## src/rtl/multicycle_ctrl_if.sv

```systemverilog
`default_nettype none
// ============================================================================
// Module      : multicycle_ctrl_if
// Description : Bundle between the multicycle control FSM and the datapath.
//               The master modport is the controller side: it observes the IR
//               opcode fields, the ALU zero flag and memory ready, and drives
//               every enable, mux select and status signal.
//               The slave modport is the datapath/memory side.
// Signals     : op[5:0], funct[5:0], zero, mem_ready      (datapath -> ctrl)
//               mem_req, iord, memwrite, irwrite, pcen,    (ctrl -> datapath)
//               regwrite, regdst, memtoreg, link, alusrca,
//               alusrcb[1:0], pcsrc[1:0], aluop[3:0],
//               illegal, state[3:0]
// Revision    : 1.0 - initial release
// ============================================================================
interface multicycle_ctrl_if;
  logic [5:0] op;
  logic [5:0] funct;
  logic       zero;
  logic       mem_ready;
  logic       mem_req;
  logic       iord;
  logic       memwrite;
  logic       irwrite;
  logic       pcen;
  logic       regwrite;
  logic       regdst;
  logic       memtoreg;
  logic       link;
  logic       alusrca;
  logic [1:0] alusrcb;
  logic [1:0] pcsrc;
  logic [3:0] aluop;
  logic       illegal;
  logic [3:0] state;

  modport master (
    input  op, funct, zero, mem_ready,
    output mem_req, iord, memwrite, irwrite, pcen, regwrite, regdst,
           memtoreg, link, alusrca, alusrcb, pcsrc, aluop, illegal, state
  );

  modport slave (
    output op, funct, zero, mem_ready,
    input  mem_req, iord, memwrite, irwrite, pcen, regwrite, regdst,
           memtoreg, link, alusrca, alusrcb, pcsrc, aluop, illegal, state
  );
endinterface
`default_nettype wire

```

## src/rtl/multicycle_ctrl.sv

```systemverilog
`default_nettype none
// ============================================================================
// Module      : multicycle_ctrl
// Description : Multicycle MIPS control FSM. Steps a shared-memory datapath
//               through fetch/decode/execute/memory/writeback, one state per
//               clock, holding memory states until mem_ready. A memory access
//               that waits TIMEOUT_CYCLES cycles, or an unsupported opcode,
//               parks the FSM in FAULT with the sticky illegal flag set.
// Ports       : clk   - rising-edge clock
//               reset - synchronous active-high reset
//               bus   - multicycle_ctrl_if.master (opcode fields, zero,
//                       mem_ready in; enables, selects, illegal, state out)
// Parameters  : TIMEOUT_CYCLES - max wait cycles per memory access
//               CNT_W          - wait counter width, 2**CNT_W > TIMEOUT_CYCLES
// Revision    : 1.0 - initial release
// ============================================================================
module multicycle_ctrl #(
  parameter int TIMEOUT_CYCLES = 255,
  parameter int CNT_W          = 8
) (
  input  logic                 clk,
  input  logic                 reset,
  multicycle_ctrl_if.master    bus
);

  typedef enum logic [3:0] {
    S_FETCH  = 4'h0, S_DECODE = 4'h1, S_MEMADR = 4'h2, S_MEMRD = 4'h3,
    S_MEMWB  = 4'h4, S_MEMWR  = 4'h5, S_EXEC   = 4'h6, S_ALUWB = 4'h7,
    S_BRANCH = 4'h8, S_IEXEC  = 4'h9, S_IWB    = 4'hA, S_JUMP  = 4'hB,
    S_JR     = 4'hC, S_JAL    = 4'hD, S_FAULT  = 4'hF
  } state_t;

  localparam logic [5:0] c_OP_RTYPE = 6'b000000;
  localparam logic [5:0] c_OP_J     = 6'b000010;
  localparam logic [5:0] c_OP_JAL   = 6'b000011;
  localparam logic [5:0] c_OP_BEQ   = 6'b000100;
  localparam logic [5:0] c_OP_BNE   = 6'b000101;
  localparam logic [5:0] c_OP_ADDI  = 6'b001000;
  localparam logic [5:0] c_OP_ORI   = 6'b001101;
  localparam logic [5:0] c_OP_LW    = 6'b100011;
  localparam logic [5:0] c_OP_SW    = 6'b101011;
  localparam logic [5:0] c_FN_JR    = 6'b001000;

  // Value the counter holds during the last allowed wait cycle.
  localparam logic [CNT_W-1:0] c_WAIT_LAST = CNT_W'(TIMEOUT_CYCLES - 1);

  state_t           r_state;
  state_t           w_state_n;
  logic [CNT_W-1:0] r_wait_cnt;
  logic             r_illegal;

  logic       w_mem_state;
  logic       w_timeout;
  logic       w_mem_req, w_iord, w_memwrite, w_irwrite, w_pcwrite, w_branch;
  logic       w_regwrite, w_regdst, w_memtoreg, w_link, w_alusrca;
  logic [1:0] w_alusrcb, w_pcsrc;
  logic [3:0] w_aluop;
  logic       w_ne;
  logic       w_pcen;

  assign w_mem_state = (r_state == S_FETCH) || (r_state == S_MEMRD) || (r_state == S_MEMWR);
  // Only meaningful while waiting (mem_ready low); a ready on the last
  // count completes the access instead of faulting.
  assign w_timeout   = (r_wait_cnt == c_WAIT_LAST);

  always_ff @(posedge clk) begin
    if (reset) begin
      r_state    <= S_FETCH;
      r_wait_cnt <= '0;
      r_illegal  <= 1'b0;
    end else begin
      r_state <= w_state_n;
      if (w_state_n == S_FAULT) begin
        r_illegal <= 1'b1;
      end
      // Any state change (entry into a memory state included) or a ready
      // restarts the count; it only advances while a memory state is stalled.
      if (w_mem_state && !bus.mem_ready && (w_state_n == r_state)) begin
        r_wait_cnt <= r_wait_cnt + CNT_W'(1);
      end else begin
        r_wait_cnt <= '0;
      end
    end
  end

  always_comb begin
    w_state_n  = r_state;
    w_mem_req  = 1'b0;
    w_iord     = 1'b0;
    w_memwrite = 1'b0;
    w_irwrite  = 1'b0;
    w_pcwrite  = 1'b0;
    w_branch   = 1'b0;
    w_regwrite = 1'b0;
    w_regdst   = 1'b0;
    w_memtoreg = 1'b0;
    w_link     = 1'b0;
    w_alusrca  = 1'b0;
    w_alusrcb  = 2'b00;
    w_pcsrc    = 2'b00;
    w_aluop    = 4'b0000;
    case (r_state)
      S_FETCH: begin
        w_mem_req = 1'b1;
        w_alusrcb = 2'b01;
        if (bus.mem_ready) begin
          w_irwrite = 1'b1;
          w_pcwrite = 1'b1;
          w_state_n = S_DECODE;
        end else if (w_timeout) begin
          w_state_n = S_FAULT;
        end
      end
      S_DECODE: begin
        // ALUOut <= PC + (signext imm << 2), the speculative branch target.
        w_alusrcb = 2'b11;
        case (bus.op)
          c_OP_LW, c_OP_SW:    w_state_n = S_MEMADR;
          c_OP_RTYPE:          w_state_n = (bus.funct == c_FN_JR) ? S_JR : S_EXEC;
          c_OP_BEQ, c_OP_BNE:  w_state_n = S_BRANCH;
          c_OP_ADDI, c_OP_ORI: w_state_n = S_IEXEC;
          c_OP_J:              w_state_n = S_JUMP;
          c_OP_JAL:            w_state_n = S_JAL;
          default:             w_state_n = S_FAULT;
        endcase
      end
      S_MEMADR: begin
        w_alusrca = 1'b1;
        w_alusrcb = 2'b10;
        w_state_n = (bus.op == c_OP_SW) ? S_MEMWR : S_MEMRD;
      end
      S_MEMRD: begin
        w_mem_req = 1'b1;
        w_iord    = 1'b1;
        if (bus.mem_ready)  w_state_n = S_MEMWB;
        else if (w_timeout) w_state_n = S_FAULT;
      end
      S_MEMWR: begin
        w_mem_req  = 1'b1;
        w_iord     = 1'b1;
        w_memwrite = 1'b1;
        if (bus.mem_ready)  w_state_n = S_FETCH;
        else if (w_timeout) w_state_n = S_FAULT;
      end
      S_MEMWB: begin
        w_regwrite = 1'b1;
        w_memtoreg = 1'b1;
        w_state_n  = S_FETCH;
      end
      S_EXEC: begin
        w_alusrca = 1'b1;
        w_aluop   = 4'b1111;
        w_state_n = S_ALUWB;
      end
      S_ALUWB: begin
        w_regwrite = 1'b1;
        w_regdst   = 1'b1;
        w_state_n  = S_FETCH;
      end
      S_BRANCH: begin
        w_alusrca = 1'b1;
        w_aluop   = 4'b0001;
        w_pcsrc   = 2'b01;
        w_branch  = 1'b1;
        w_state_n = S_FETCH;
      end
      S_IEXEC: begin
        w_alusrca = 1'b1;
        w_alusrcb = 2'b10;
        w_aluop   = (bus.op == c_OP_ORI) ? 4'b0011 : 4'b0000;
        w_state_n = S_IWB;
      end
      S_IWB: begin
        w_regwrite = 1'b1;
        w_state_n  = S_FETCH;
      end
      S_JUMP: begin
        w_pcsrc   = 2'b10;
        w_pcwrite = 1'b1;
        w_state_n = S_FETCH;
      end
      S_JR: begin
        w_pcsrc   = 2'b11;
        w_pcwrite = 1'b1;
        w_state_n = S_FETCH;
      end
      S_JAL: begin
        // PC already holds PC+4 from FETCH, so it is the link value.
        w_pcsrc    = 2'b10;
        w_pcwrite  = 1'b1;
        w_regwrite = 1'b1;
        w_link     = 1'b1;
        w_state_n  = S_FETCH;
      end
      S_FAULT: w_state_n = S_FAULT;
      default: w_state_n = S_FAULT;
    endcase
  end

  assign w_ne   = (bus.op == c_OP_BNE);
  assign w_pcen = w_pcwrite | (w_branch & (bus.zero ^ w_ne));

  // Architectural write strobes are masked while reset is asserted so that
  // a reset landing mid-instruction cannot commit a partial result.
  assign bus.mem_req  = w_mem_req;
  assign bus.iord     = w_iord;
  assign bus.memwrite = w_memwrite & ~reset;
  assign bus.irwrite  = w_irwrite  & ~reset;
  assign bus.pcen     = w_pcen     & ~reset;
  assign bus.regwrite = w_regwrite & ~reset;
  assign bus.regdst   = w_regdst;
  assign bus.memtoreg = w_memtoreg;
  assign bus.link     = w_link;
  assign bus.alusrca  = w_alusrca;
  assign bus.alusrcb  = w_alusrcb;
  assign bus.pcsrc    = w_pcsrc;
  assign bus.aluop    = w_aluop;
  assign bus.illegal  = r_illegal;
  assign bus.state    = r_state;

endmodule
`default_nettype wire

```

## src/flat_wrapper.sv

```systemverilog
// flat-port wrapper written by rule: the top's interface ports become plain ports
module multicycle_ctrl_flat 
#(
  parameter int TIMEOUT_CYCLES = 255,
  parameter int CNT_W          = 8
)
  (clk, reset, bus_op, bus_funct, bus_zero, bus_mem_ready, bus_mem_req, bus_iord, bus_memwrite, bus_irwrite, bus_pcen, bus_regwrite, bus_regdst, bus_memtoreg, bus_link, bus_alusrca, bus_alusrcb, bus_pcsrc, bus_aluop, bus_illegal, bus_state);
  multicycle_ctrl_if bus_i ();
  input  logic clk;
  input  logic reset;
  input wire logic [$bits(bus_i.op)-1:0] bus_op;
  input wire logic [$bits(bus_i.funct)-1:0] bus_funct;
  input wire logic [$bits(bus_i.zero)-1:0] bus_zero;
  input wire logic [$bits(bus_i.mem_ready)-1:0] bus_mem_ready;
  output wire logic [$bits(bus_i.mem_req)-1:0] bus_mem_req;
  output wire logic [$bits(bus_i.iord)-1:0] bus_iord;
  output wire logic [$bits(bus_i.memwrite)-1:0] bus_memwrite;
  output wire logic [$bits(bus_i.irwrite)-1:0] bus_irwrite;
  output wire logic [$bits(bus_i.pcen)-1:0] bus_pcen;
  output wire logic [$bits(bus_i.regwrite)-1:0] bus_regwrite;
  output wire logic [$bits(bus_i.regdst)-1:0] bus_regdst;
  output wire logic [$bits(bus_i.memtoreg)-1:0] bus_memtoreg;
  output wire logic [$bits(bus_i.link)-1:0] bus_link;
  output wire logic [$bits(bus_i.alusrca)-1:0] bus_alusrca;
  output wire logic [$bits(bus_i.alusrcb)-1:0] bus_alusrcb;
  output wire logic [$bits(bus_i.pcsrc)-1:0] bus_pcsrc;
  output wire logic [$bits(bus_i.aluop)-1:0] bus_aluop;
  output wire logic [$bits(bus_i.illegal)-1:0] bus_illegal;
  output wire logic [$bits(bus_i.state)-1:0] bus_state;
  assign bus_i.op = bus_op;
  assign bus_i.funct = bus_funct;
  assign bus_i.zero = bus_zero;
  assign bus_i.mem_ready = bus_mem_ready;
  assign bus_mem_req = bus_i.mem_req;
  assign bus_iord = bus_i.iord;
  assign bus_memwrite = bus_i.memwrite;
  assign bus_irwrite = bus_i.irwrite;
  assign bus_pcen = bus_i.pcen;
  assign bus_regwrite = bus_i.regwrite;
  assign bus_regdst = bus_i.regdst;
  assign bus_memtoreg = bus_i.memtoreg;
  assign bus_link = bus_i.link;
  assign bus_alusrca = bus_i.alusrca;
  assign bus_alusrcb = bus_i.alusrcb;
  assign bus_pcsrc = bus_i.pcsrc;
  assign bus_aluop = bus_i.aluop;
  assign bus_illegal = bus_i.illegal;
  assign bus_state = bus_i.state;
  multicycle_ctrl #(.TIMEOUT_CYCLES(TIMEOUT_CYCLES), .CNT_W(CNT_W)) u_core (.clk(clk), .reset(reset), .bus(bus_i));
endmodule
```

## config.mk

```make
export PLATFORM = sky130hd
export DESIGN_NAME = multicycle_ctrl_flat
export DESIGN_NICKNAME = d
export VERILOG_FILES = /design/src/rtl/multicycle_ctrl_if.sv /design/src/rtl/multicycle_ctrl.sv /design/src/flat_wrapper.sv
export SDC_FILE = /design/constraint.sdc
export NUM_CORES = 1
export LEC_CHECK = 0
export ABC_AREA = 1
export BUFFER_PORTS_ARGS = -buffer_cell sky130_fd_sc_hd__buf_2
export CORE_MARGIN = 1
export CORE_UTILIZATION = 49
export DETAILED_ROUTE_END_ITERATION = 8
export GPL_ROUTABILITY_DRIVEN = 0
export PLACE_DENSITY = 0.79
export SLEW_MARGIN = 5
export SYNTH_ARGS = -nofsm -noshare
export SYNTH_HDL_FRONTEND = slang
export SYNTH_SLANG_ARGS = --single-unit
```

## constraint.sdc

```tcl
create_clock -name clk -period 1.55 [get_ports clk]
set_input_delay 0.155 -clock clk [delete_from_list [all_inputs] [get_ports clk]]
set_output_delay 0.155 -clock clk [all_outputs]
set_load 0.005 [all_outputs]
```

==> run_results.csv <==
group,metric,value,unit
timing,period_needed,1660,ps
timing,finalHoldViolations,0,
clock_tree,insertion_delay,280,ps
routing,dr.pass1.iters,4,
routing,vias,1322,
logic_synthesis,netlist_instances,182,
critical_path,rrSetupSlack,80,ps
grt,grt_pass1_vias,1244,
timing,finalSetupViolCount,4,
routing,wirelength,3.13,mm
logic_synthesis,yosys-top-cells-area,"dfxtp_1 (24%), nor2_1 (15%), nand2_1 (12%)",
timing,setup_ws,-108,ps
critical_path,r2r-end,"u_core.bus.illegal",
logic_synthesis,synthAdderAreaFrac,0.0232,
grt,gr-total-overflow,0,
routing,ant_nets,0,
die,core_area,2020,um^2
critical_path,worst_path_max_delay_cell,"dfxtp_4",
grt,antenna_found_initial,0,
timing,slew_violations,0,
timing,clock_skew,0.815,ps
routing,via_per_inst,5.14,
critical_path,critPathArrivalTime,1500,ps
logic_synthesis,synth_compound_area_frac,0.0790,
logic_synthesis,synth_edf_count,0,
grt,grt_max_degree,10,
logic_synthesis,synth_cell_types,26,
run_status,outcome,"complete, but fails checks",
power_and_ir_drop,peakVddDrop,0.956,mV
logic_synthesis,ys.flop_type,"dfxtp_1",
power_and_ir_drop,power_density,1460,nW/um^2
die,start_util,0.533,
critical_path,max_stage_delay,400,ps
logic_synthesis,yosysTopAreaCellShare,0.242,
logic_synthesis,yosysMostFrequentCell,"nor2_1",
placement,place_hpwl,2.22,mm
logic_synthesis,synth_top_cell_by_area,"dfxtp_1",
die,fp-row-count,16,
grt,grt_util_all_layers,0.276,
logic_synthesis,avgSynthCellArea,5.92,um^2
critical_path,cp.required,1390,ps
logic_synthesis,yosys.area_share.simple,0.509,
clock_tree,holdBufCountCts,0,
die,die_width,48.9,um
timing,slew-limit-headroom,0.813,
timing,period_share,1.07,
final_layout,drive_above_1_share,0.396,
logic_synthesis,postSynthNetCount,200,
job,drv_cap,0,
logic_synthesis,synth_xor_area_frac,0.0325,
clock_tree,cts_tree,"built",
worst_hold_path,holdPathEnd,"u_core.bus.state[1]",
clock_tree,htreeDepth,1,
logic_synthesis,yosysSeqAreaShare,0.242,
run_status,violations,"setup timing",
timing,tightest_slew,281,ps
routing,avgRoutedWirePerCell,12.2,um
logic_synthesis,yosys-top-cells-count,"nor2_1 (42), nand2_1 (35), inv_1 (24)",
logic_synthesis,synth-seq-cells,13,
critical_path,reg2reg_from,"u_core.bus.state[3]",
worst_hold_path,hold_class,"primary input to flop",
power_and_ir_drop,leakagePower,0.797,nW
clock_tree,cts_buffers,3,
placement,io_buffers,38,
critical_path,worstPathCellList,"inv_2 > nor2_2 > inv_2 > nor2_1 > nor4_2 > nor2_1 > buf_2",
timing,rsz0062_at_grt,"yes",
routing,drc,0,
critical_path,worstSetupEndpointType,"primary output",
worst_hold_path,whs_path_depth,2,
final_layout,fin_nets,249,
critical_path,path_max_fanout,4,
logic_synthesis,synth_mux_area_frac,0,
timing,clock.fmax,603,MHz
routing,drt_iter0_markers,67,
clock_tree,clock_sinks,13,
logic_synthesis,synth_top_family_by_area,"simple AND/OR/NAND/NOR gates",
placement,pre_cts_ws,46.3,ps
critical_path,r2r_cells,10,
grt,grt_pass1_wl,5.20,mm
die,io_pins,39,
critical_path,worstSetupStartpointType,"flop",
logic_synthesis,async_reset_ff_frac,0,
final_layout,synthToLayoutAreaGrowth,37.1,%
final_layout,antenna_cells,0,
logic_synthesis,ys_warn_count,0,
die,die-area,2390,um^2
clock_tree,clk_pin_slew,80,ps
die,die_y,48.9,um
clock_tree,clk_path_buf_depth,2,
critical_path,worstSetupPathType,"flop to primary output",
worst_hold_path,min_from,"reset",
clock_tree,cts_root_buf,"clkbuf_4",
logic_synthesis,syn_area,1080,um^2
timing,setup_tns,-255,ps
-- placed cells by master, fill, tap and decap left out, types with 3 or more instances in the layout --
cell and count:
nor2_4 4, nand3_1 17, a21oi_1 6, nor2_2 9
nand2_1 31, nand4_1 3, dfxtp_4 4, dfxtp_1 8
nand2_2 5, clkbuf_4 3, buf_2 38, buf_4 8
nor2_1 36, nand2_4 3, inv_2 4, inv_1 23
o21ai_0 3, nand3_2 3
-- state kept, by name, indices dropped and copies added, names as in the netlist --
signal,cells
u_core.bus.illegal,1
u_core.r_wait_cnt,8
u_core.bus.state,4
-- worst max-delay path, delay by kind of cell, from the launching register on --
kind / cells / cell delay (ps)
simple gates: 4 / 550
flops: 1 / 400
buf+inv: 3 / 260
-- how the worst max path moves through the flow --
stage	start	to	slack (ps)	cells past startpoint
4_1_cts	u_core.bus.state[2]	bus_regwrite	-30	7
5_1_grt	u_core.bus.state[1]	bus_pcen	-170	8
3_3_place_gp	u_core.bus.state[2]	u_core.bus.illegal	90	9
6_report	u_core.bus.state[0]	bus_regwrite	-110	7
2_1_floorplan	u_core.r_wait_cnt[0]	u_core.r_wait_cnt[2]	210	11
3_5_place_dp	u_core.bus.state[2]	u_core.r_wait_cnt[2]	50	7
-- logic make-up (layout without fill, tap and decap cells) --
| group | Yosys count | in the layout |
|---|---|---|
| AOI/OAI and AO/OA | 15 | 15 |
| and+or+nand+nor | 117 | 117 |
| adders and majority gates | 2 | 2 |
| DFF | 13 | 13 |
| xor gates and xnor gates | 4 | 4 |
| buffers and inverters | 31 | 79 |
-- metal layers --
layer	track usage	wire length, um	vias to the layer above	part of all wire
met2	0.456	1480	77	0.47
met5	0	0	-	0
met1	0.360	1350	572	0.43
met4	0.0686	36	0	0.012
met3	0.0654	262	4	0.084
li1	-	-	669	-
-- layout make-up --
class / count / area [um^2]
clock buffers: 3 / 22.5
clock inverters: 1 / 5.00
fillers: 167 / 546
inverters: 28 / 108
multi-input cells: 138 / 769
flip-flops and latches: 13 / 277
well taps: 27 / 33.8
repair buffers: 47 / 262
-- stage by stage --
| step | hold slack (ps) | std cells | power [mW] | instance area, um^2 | utilization |
|---|---|---|---|---|---|
| 3_5_place_dp | 448 | 248 | 1.61 | 1310 | 0.649 |
| 4_1_cts | 164 | 255 | 1.99 | 1410 | 0.699 |
| 5_1_grt | 176 | 257 | 2.30 | 1480 | 0.730 |
| 2_1_floorplan | 441 | 182 | 1.21 | 1080 | - |
| 6_report | 178 | 257 | 2.16 | 1480 | 0.730 |
| 3_3_place_gp | 450 | 248 | 1.58 | 1310 | 0.649 |
-- power breakdown --
group          leakage [nW]  internal [mW]  switching (mW)
combinational         0.670          0.588           0.812
sequential            0.109          0.416           0.123
clock                0.0177         0.0959           0.122
-- timing repair --
item / in CTS / in global routing
resized for setup: 18 / 15
pin swaps: 4 / 3
endpoints found under the setup margin: 4 / 16
buffers inserted: 3 / 2
No activity file was read; power rests on OpenSTA's default activity.
